$ cat src/rtl/regfile_write_arbiter.sv
// Register-file write-port arbiter.
// Shares the single regfile write port between the ALU writeback path and the
// multiply/divide unit. The md result sits in a one-entry buffer; the ALU has
// priority, but a wait counter caps how many ALU grants the buffered result
// can lose before it is forced through. The winning write is registered onto
// the write port together with a one-hot per-register enable vector.
module regfile_write_arbiter #(
  parameter int unsigned STARVE_LIMIT = 4,
  parameter int unsigned CNT_W        = 3
) (
  input  logic        clock,
  input  logic        ctrl_reset_n,

  input  logic        alu_valid,
  input  logic [4:0]  alu_rd,
  input  logic [31:0] alu_data,
  output logic        alu_ready,

  input  logic        md_valid,
  input  logic [4:0]  md_rd,
  input  logic [31:0] md_data,
  output logic        md_ready,

  output logic        ctrl_writeEnable,
  output logic [4:0]  ctrl_writeReg,
  output logic [31:0] data_writeReg,
  output logic [31:0] we_onehot,
  output logic        md_pending
);

  localparam logic [CNT_W-1:0] StarveLimitCnt = CNT_W'(STARVE_LIMIT);
  localparam logic [CNT_W-1:0] CntMax         = {CNT_W{1'b1}};

  // md result buffer
  logic             buf_full_q, buf_full_d;
  logic [4:0]       buf_rd_q, buf_rd_d;
  logic [31:0]      buf_data_q, buf_data_d;

  // ALU grants lost by the buffered result since it was loaded
  logic [CNT_W-1:0] wait_cnt_q, wait_cnt_d;

  // Registered write port
  logic             write_enable_q, write_enable_d;
  logic [4:0]       write_reg_q, write_reg_d;
  logic [31:0]      write_data_q, write_data_d;
  logic [31:0]      we_onehot_q, we_onehot_d;

  // Arbitration terms
  logic             force_md;
  logic             drain;
  logic             alu_grant;
  logic             md_load;
  logic             win_valid;
  logic [4:0]       win_rd;
  logic [31:0]      win_data;
  logic             win_we;

  // Arbitration: ALU first unless the buffered md result has waited too long
  always_comb begin
    force_md  = buf_full_q && (wait_cnt_q >= StarveLimitCnt);
    alu_ready = !force_md;
    drain     = buf_full_q && (force_md || !alu_valid);
    alu_grant = alu_valid && alu_ready;
    // A draining buffer can take a new result in the same cycle
    md_ready  = !buf_full_q || drain;
    md_load   = md_valid && md_ready;

    win_valid = alu_grant || drain;
    win_rd    = alu_grant ? alu_rd   : buf_rd_q;
    win_data  = alu_grant ? alu_data : buf_data_q;
    // Writes to x0 complete the handshake but never reach the regfile
    win_we    = win_valid && (win_rd != 5'd0);
  end

  // Buffer and starvation-counter next state
  always_comb begin
    buf_full_d = buf_full_q;
    buf_rd_d   = buf_rd_q;
    buf_data_d = buf_data_q;
    wait_cnt_d = wait_cnt_q;

    if (drain) begin
      buf_full_d = 1'b0;
    end
    if (md_load) begin
      buf_full_d = 1'b1;
      buf_rd_d   = md_rd;
      buf_data_d = md_data;
    end

    if (drain || !buf_full_q) begin
      wait_cnt_d = '0;
    end else if (alu_grant && (wait_cnt_q != CntMax)) begin
      wait_cnt_d = wait_cnt_q + 1'b1;
    end
  end

  // Write-port next state; reg/data hold their last value when nothing wins
  always_comb begin
    write_enable_d = win_we;
    write_reg_d    = write_reg_q;
    write_data_d   = write_data_q;
    we_onehot_d    = '0;

    if (win_valid) begin
      write_reg_d  = win_rd;
      write_data_d = win_data;
    end
    if (win_we) begin
      we_onehot_d = 32'd1 << win_rd;
    end
  end

  // Buffer and counter state
  always_ff @(posedge clock or negedge ctrl_reset_n) begin
    if (!ctrl_reset_n) begin
      buf_full_q <= 1'b0;
      buf_rd_q   <= '0;
      buf_data_q <= '0;
      wait_cnt_q <= '0;
    end else begin
      buf_full_q <= buf_full_d;
      buf_rd_q   <= buf_rd_d;
      buf_data_q <= buf_data_d;
      wait_cnt_q <= wait_cnt_d;
    end
  end

  // Registered write port
  always_ff @(posedge clock or negedge ctrl_reset_n) begin
    if (!ctrl_reset_n) begin
      write_enable_q <= 1'b0;
      write_reg_q    <= '0;
      write_data_q   <= '0;
      we_onehot_q    <= '0;
    end else begin
      write_enable_q <= write_enable_d;
      write_reg_q    <= write_reg_d;
      write_data_q   <= write_data_d;
      we_onehot_q    <= we_onehot_d;
    end
  end

  assign ctrl_writeEnable = write_enable_q;
  assign ctrl_writeReg    = write_reg_q;
  assign data_writeReg    = write_data_q;
  assign we_onehot        = we_onehot_q;
  assign md_pending       = buf_full_q;

  // The one-hot vector must agree with the scalar write port
  always_ff @(posedge clock) begin
    if (ctrl_reset_n) begin
      assert ($onehot0(we_onehot_q));
      assert (!write_enable_q || (we_onehot_q == (32'd1 << write_reg_q)));
      assert (write_enable_q || (we_onehot_q == '0));
    end
  end

endmodule

$ cat config.mk
export PLATFORM = sky130hd
export DESIGN_NAME = regfile_write_arbiter
export DESIGN_NICKNAME = d
export VERILOG_FILES = /design/src/rtl/regfile_write_arbiter.sv
export SDC_FILE = /design/constraint.sdc
export NUM_CORES = 1
export LEC_CHECK = 0
export ABC_CLOCK_PERIOD_IN_PS = 2200
export BUFFER_PORTS_ARGS = -buffer_cell sky130_fd_sc_hd__buf_2
export CORE_MARGIN = 1
export CORE_UTILIZATION = 24
export CTS_CLUSTER_SIZE = 10
export DETAILED_ROUTE_END_ITERATION = 8
export PLACE_DENSITY = 0.48
export SLEW_MARGIN = 20
export SYNTH_ARGS = -nofsm -noshare
export SYNTH_HDL_FRONTEND = slang
export SYNTH_SLANG_ARGS = --single-unit
$ cat constraint.sdc
create_clock -name clock -period 2.2 [get_ports clock]
set_input_delay 0.33 -clock clock [delete_from_list [all_inputs] [get_ports clock]]
set_output_delay 0.33 -clock clock [all_outputs]
set_load 0.1 [all_outputs]
### After elaboration in Yosys (flattened, before gate mapping)

Index checks and enable logic that the tools add are counted.

| operators by class | value |
|---|---|
| add/sub/neg operators | 1 |
| multiply operators | 0 |
| div/mod/pow operators | 0 |
| $lt $le $gt $ge | 1 |
| equal/unequal tests | 1 |
| shift operators | 1 |
| multiplexer cells | 7 |
| bitwise operators | 0 |
| reductions and logical operators | 15 |

Operators by type and width:

| operator | number |
|---|---|
| two-way mux 32 bit | 2 |
| left shift 1 x 5 -> 32 bit (first input constant) | 1 |
| logical AND 1 bit | 6 |
| two-way mux 3 bit | 2 |
| two-way mux 5 bit | 1 |
| nonzero test 5 bit | 1 |
| nonzero test 2 bit | 2 |
| adder 3 x 1 -> 3 bit (second input constant) | 1 |
| greater-or-equal comparator 3 bit (second input constant) | 1 |
| logical NOT 1 bit | 3 |
| logical OR 1 bit | 3 |
| inequality test 3 bit (second input constant) | 1 |
| two-way mux 1 bit | 2 |

| word-level totals | value |
|---|---|
| register bits | 111 |
| bits in latches | 0 |
| memory bits (writable) | 0 |
| bits in read-only memories | 0 |
| input port bits | 78 |
| output and inout port bits | 73 |
| word-level logic and storage cells | 34 |
| memories kept | 0 |

### Depth between registers and ports, before layout

| depth | value |
|---|---|
| depth after elaboration | 8 |
| mapped depth | 7 |
| gate-level depth less buffers | 4 |

### Least setup slack after synthesis

Ideal clock, no wire load.

| timing | value |
|---|---|
| kind | register -> output |
| start | register buf_full_q (netlist: md_pending) |
| end | output port alu_ready |
| data arrival time | 2.138 ns |
| data required time | 1.870 ns |
| setup slack | -0.268 ns |
| stages on the path, launching flop included | 5 |
| path buffers | 3 |
| cells stage by stage | dfrtp_1 buf_4 buf_4 buf_4 nand2_1 |

| on the way | value |
|---|---|
| longest elaborated chain between the ends | 2 |

Ends and longest elaborated chain:

| what | line | RTL |
|---|---|---|
| start: declaration | 35 | `logic buf_full_q, buf_full_d;` |
| start signal: assignment | 122 | `buf_full_q <= buf_full_d;` |
| logical AND 1 bit | 60 | `force_md = buf_full_q && (wait_cnt_q >= StarveLimitCnt);` |
| logical NOT 1 bit | 61 | `alu_ready = !force_md;` |
| end: declaration | 17 | `output logic alu_ready,` |

Every way passes these cells.

### Worst setup path after layout

| timing | value |
|---|---|
| start | register buf_full_q (netlist: md_pending) |
| end | output port md_pending |

RTL lines:

| what | line | RTL |
|---|---|---|
| end: declaration | 28 | `output logic md_pending` |

No word-level cell between the ends.

==> out/results.md <==
| Stage | Result | Reported |
|:---|:---|:---|
| status | Run status | finished, final reports clean |
| grt | Initial antenna violation count | 0 |
| sta | Sum Neg Setup Slack | 0 ns |
| power | Share of power burned in registers | 42.5% |
| yosys | Most used standard cell by instance count after synthesis | sky130_fd_sc_hd__dfrtp_1 |
| placed design | Worst setup slack after placement | 0.410 ns |
| routing | Remaining number of nets flagged by the antenna check after routing | 0 |
| sta | Portion of the clock cycle consumed by the worst path in the final layout | 92.2% |
| power | Internal | 0.00358 W |
| run | Number of max-cap violations | 0 |
| power | Static leakage | 3.05 nW |
| yosys | Register bit count reported by yosys | 111 |
| clocking | Clock H-tree levels | 3 |
| yosys | Commonest cells post-synth | sky130_fd_sc_hd__dfrtp_1, sky130_fd_sc_hd__mux2i_1, sky130_fd_sc_hd__nand2_1, sky130_fd_sc_hd__nor2_1, sky130_fd_sc_hd__o21ai_0 |
| routing | Number of detailed-routing iterations run before antenna repair | 4 |
| clocking | Number of buffers on the longest clock path | 2 |
| min path | Worst Hold Class | in2reg |
| sta | Final worst-path setup slack | 0.171 ns |
| finish | Combined flip-flop and latch cell area | 2780 µm² |
| yosys | Proportion of synthesized chip area in sequential cells | 56.9% |
| power | IR drop worst, VDD | 0.350 mV |
| routing | Starting DRC count in detailed routing | 221 |
| finish | Final-layout fill cell count | 2020 |
| yosys | Share of async-settable or async-resettable flops after synthesis | 100% |
| finish | Share of final-layout standard cells stronger than drive strength 1 | 40.8% |
| finish | Relative area change from synthesis to final layout | 26.7% |
| clocking | Register clock-pin slew on the reported worst setup and hold paths | 0.07 ns |
| clocking | Post_cts resized | 0 |
| power | Switching Share | 36.3% |
| clocking | Clock root buffer | sky130_fd_sc_hd__clkbuf_16 |
| floorplan | Starting utilization of the core area | 24.8% |
| grt | Maximum number of pins on one net before global-route repair | 55 |
| setup path | Crit path cell chain | buf_4 > buf_12 |
| yosys | Count of flip-flops with a built-in enable after synthesis | 0 |
| setup path | Critical Path RT | 1.87 ns |
| setup path | Delay of the slowest critical-path stage | 0.58 ns |
| clocking | Clock latency on the worst-skew pair | 0.35 ns |
| placed design | Placed cells | 786 |
| power | Total net switching power | 0.00204 W |
| sta | Final min period | 2.03 ns |
| yosys | Main synth FF type | sky130_fd_sc_hd__dfrtp_1 |
| sta | Fmax | 493 MHz |
| setup path | Arrival time worst endpoint | 1.70 ns |
| placed design | Count of input and output buffers | 150 |
| placed design | Final HPWL DP | 8350 µm |
| routing | Routed wire length per instance | 15.3 µm |
| placed design | Placed inst area | 5880 µm² |
| sta | RSZ-0062 raised after global routing | no |
| clocking | CTS tree | yes |
| routing | Per-cell via count in the routed design | 4.39 |
| grt | Total grt overflow | 0 |
| sta | Final Hold Vio Count | 0 |
| floorplan | Horizontal die dimension | 145 µm |
| power | Clock network power share | 29.4% |
| sta | Number of setup violations in the final report | 0 |
| grt | GRT Resource Usage Total | 12.1% |
| grt | Number of global-route vias before repair | 3517 |
| yosys | Number of distinct standard cells referenced by the synthesized netlist | 31 |
| setup path | Critical path capture point type | output pin |
| yosys | Total of warnings raised by yosys | 0 |
| routing | Vias after detailed routing | 3521 |
| grt | Wire length of the first global-routing pass | 19000 µm |
| finish | Fin cells | 802 |
| setup path | Class of the most critical setup path | reg2out |
| clocking | Clock buffer count from CTS | 9 |
| finish | Count of nets after finishing | 613 |
| power | Power per cell area | 908 nW/µm² |
| sta | Slew @ Worst Pin | 0.613 ns |
| power | Combinational Power Share | 28.0% |
| sta | Final Max Slew Viols | 0 |
| placed design | Gp weighted congestion | 0.709 |
| yosys | Synth Area per Inst | 12.6 µm² |
| setup path | Standard cell with the maximum stage delay on the critical path | sky130_fd_sc_hd__dfrtp_2 |
| setup path | Startpoint type of the worst setup path | register |
| sta | Headroom to the max-slew limit | 59.2% |
| floorplan | Die Height | 145 µm |
| floorplan | DIE AREA | 20900 µm² |
| clocking | TritonCTS sink count | 111 |
| floorplan | Core region area | 19700 µm² |
| sta | Worst Skew | 0.00713 ns |
| floorplan | Std cell rows | 51 |
| yosys | Area share of the largest cell type after synthesis | 56.9% |
| routing | Drt drc | 0 |
| setup path | Top fanout value on the critical path | 26 |
| yosys | Cell type with the highest aggregate area in the netlist | sky130_fd_sc_hd__dfrtp_1 |
| finish | Area of combinational cells with multiple inputs | 1900 µm² |
| yosys | Largest cells by area after synthesis | sky130_fd_sc_hd__dfrtp_1, sky130_fd_sc_hd__mux2i_1, sky130_fd_sc_hd__mux2_2 |
| floorplan | Top-level I/O count | 151 |
| finish | Finished Cell Area | 6190 µm² |
| yosys | Post-synthesis cell area | 4880 µm² |
| yosys | Synthesized net count | 469 |
| finish | Antenna diodes | 0 |
| routing | Total length of routed wires | 12200 µm |
| yosys | Gate count after technology mapping | 389 |
## cells in the final DEF, fill, tap and decap left out, types with 9 or more instances in the layout
cell / netlist / routed
sky130_fd_sc_hd__mux2_2: 33 / 33
sky130_fd_sc_hd__buf_2: 12 / 148
sky130_fd_sc_hd__o21ai_0: 34 / 34
sky130_fd_sc_hd__nor2_1: 34 / 34
sky130_fd_sc_hd__clkbuf_16: 0 / 9
sky130_fd_sc_hd__nand2_1: 36 / 36
sky130_fd_sc_hd__mux2i_1: 44 / 44
sky130_fd_sc_hd__buf_4: 8 / 11
sky130_fd_sc_hd__nor4bb_1: 12 / 12
sky130_fd_sc_hd__dfrtp_1: 111 / 110
## path summary, 6_finish.rpt
check,slack [ns],startpoint,cells past startpoint,to
worst max-delay path,0.17,md_pending$_DFFE_PN0P_,2,md_pending
worst min-delay path,0.18,alu_data[2],3,data_writeReg[2]$_DFFE_PN0P_
max in group asynchronous,1.03,ctrl_reset_n,3,buf_data_q[18]$_DFFE_PN0P_
worst max register to register,0.45,md_pending$_DFFE_PN0P_,3,buf_data_q[4]$_DFFE_PN0P_
min in group asynchronous,0.42,ctrl_reset_n,2,we_onehot[10]$_DFF_PN0_
worst min register to register,0.49,ctrl_writeReg[4]$_DFFE_PN0P_,2,ctrl_writeReg[4]$_DFFE_PN0P_
## stage by stage
| stage | power, W | hold slack (ns) | util (%) |
|---|---|---|---|
| detailed placement | 0.00402 | 0.250 | 29.8 |
| CTS | 0.00573 | 0.166 | 31.4 |
| finish | 0.00562 | 0.180 | 31.4 |
| global placement | 0.00399 | 0.244 | 29.8 |
| floorplan | 0.00365 | 0.0344 | - |
| global route | 0.00591 | 0.172 | 31.4 |
## sequential cells by signal, summed over array words and instances, names as in the netlist
signal            flops
buf_rd_q              5
we_onehot            32
md_pending            1
ctrl_writeReg         5
data_writeReg        32
ctrl_writeEnable      1
buf_data_q           32
wait_cnt_q            3
## per-layer routing
layer	part of all wire, %	wire, µm	vias up	global-route usage, %
met2	47	5790	114	19.2
met5	0	0	-	0
li1	-	-	1651	-
met4	1.9	238	0	5.37
met1	44	5340	1741	15.2
met3	7.2	882	15	3.65
## worst max-delay path: cells and delay by family (launching register included)
kind                   cells  cell delay [ns]
buffers and inverters      2             0.74
DFF                        1             0.58
## power groups by stage
| stage | Combinational [W] | Sequential (W) | Clock [W] |
|---|---|---|---|
| floorplan | 0.000471 | 0.00318 | 0 |
| global placement | 0.00157 | 0.00242 | 0 |
| detailed placement | 0.00159 | 0.00243 | 0 |
| CTS | 0.00159 | 0.00239 | 0.00174 |
| global route | 0.00167 | 0.00242 | 0.00182 |
| finish | 0.00157 | 0.00239 | 0.00165 |
## area by class of cell
type | count | area share (%)
Timing Repair Buffer | 162 | 14.1
Multi-Input combinational cell | 247 | 30.7
Tap cell | 265 | 5.36
Sequential cell | 111 | 44.9
Inverter | 2 | 0.121
Clock buffer | 12 | 4.14
Clock inverter | 3 | 0.687
## cells by family after synthesis
kind of cell	synth area share (%)
compound gates	6.25
fa+ha+maj	0.512
mux	18.8
buf+inv	4.38
simple gates	13.0
other cells	0.0768
flops	56.9
xor+xnor	0.179
## what timing repair did
action                    CTS  global route
setup buffers               0             0
hold buffers                1             0
hold endpoints to repair   22             0
(Power assumes the default switching activity.)
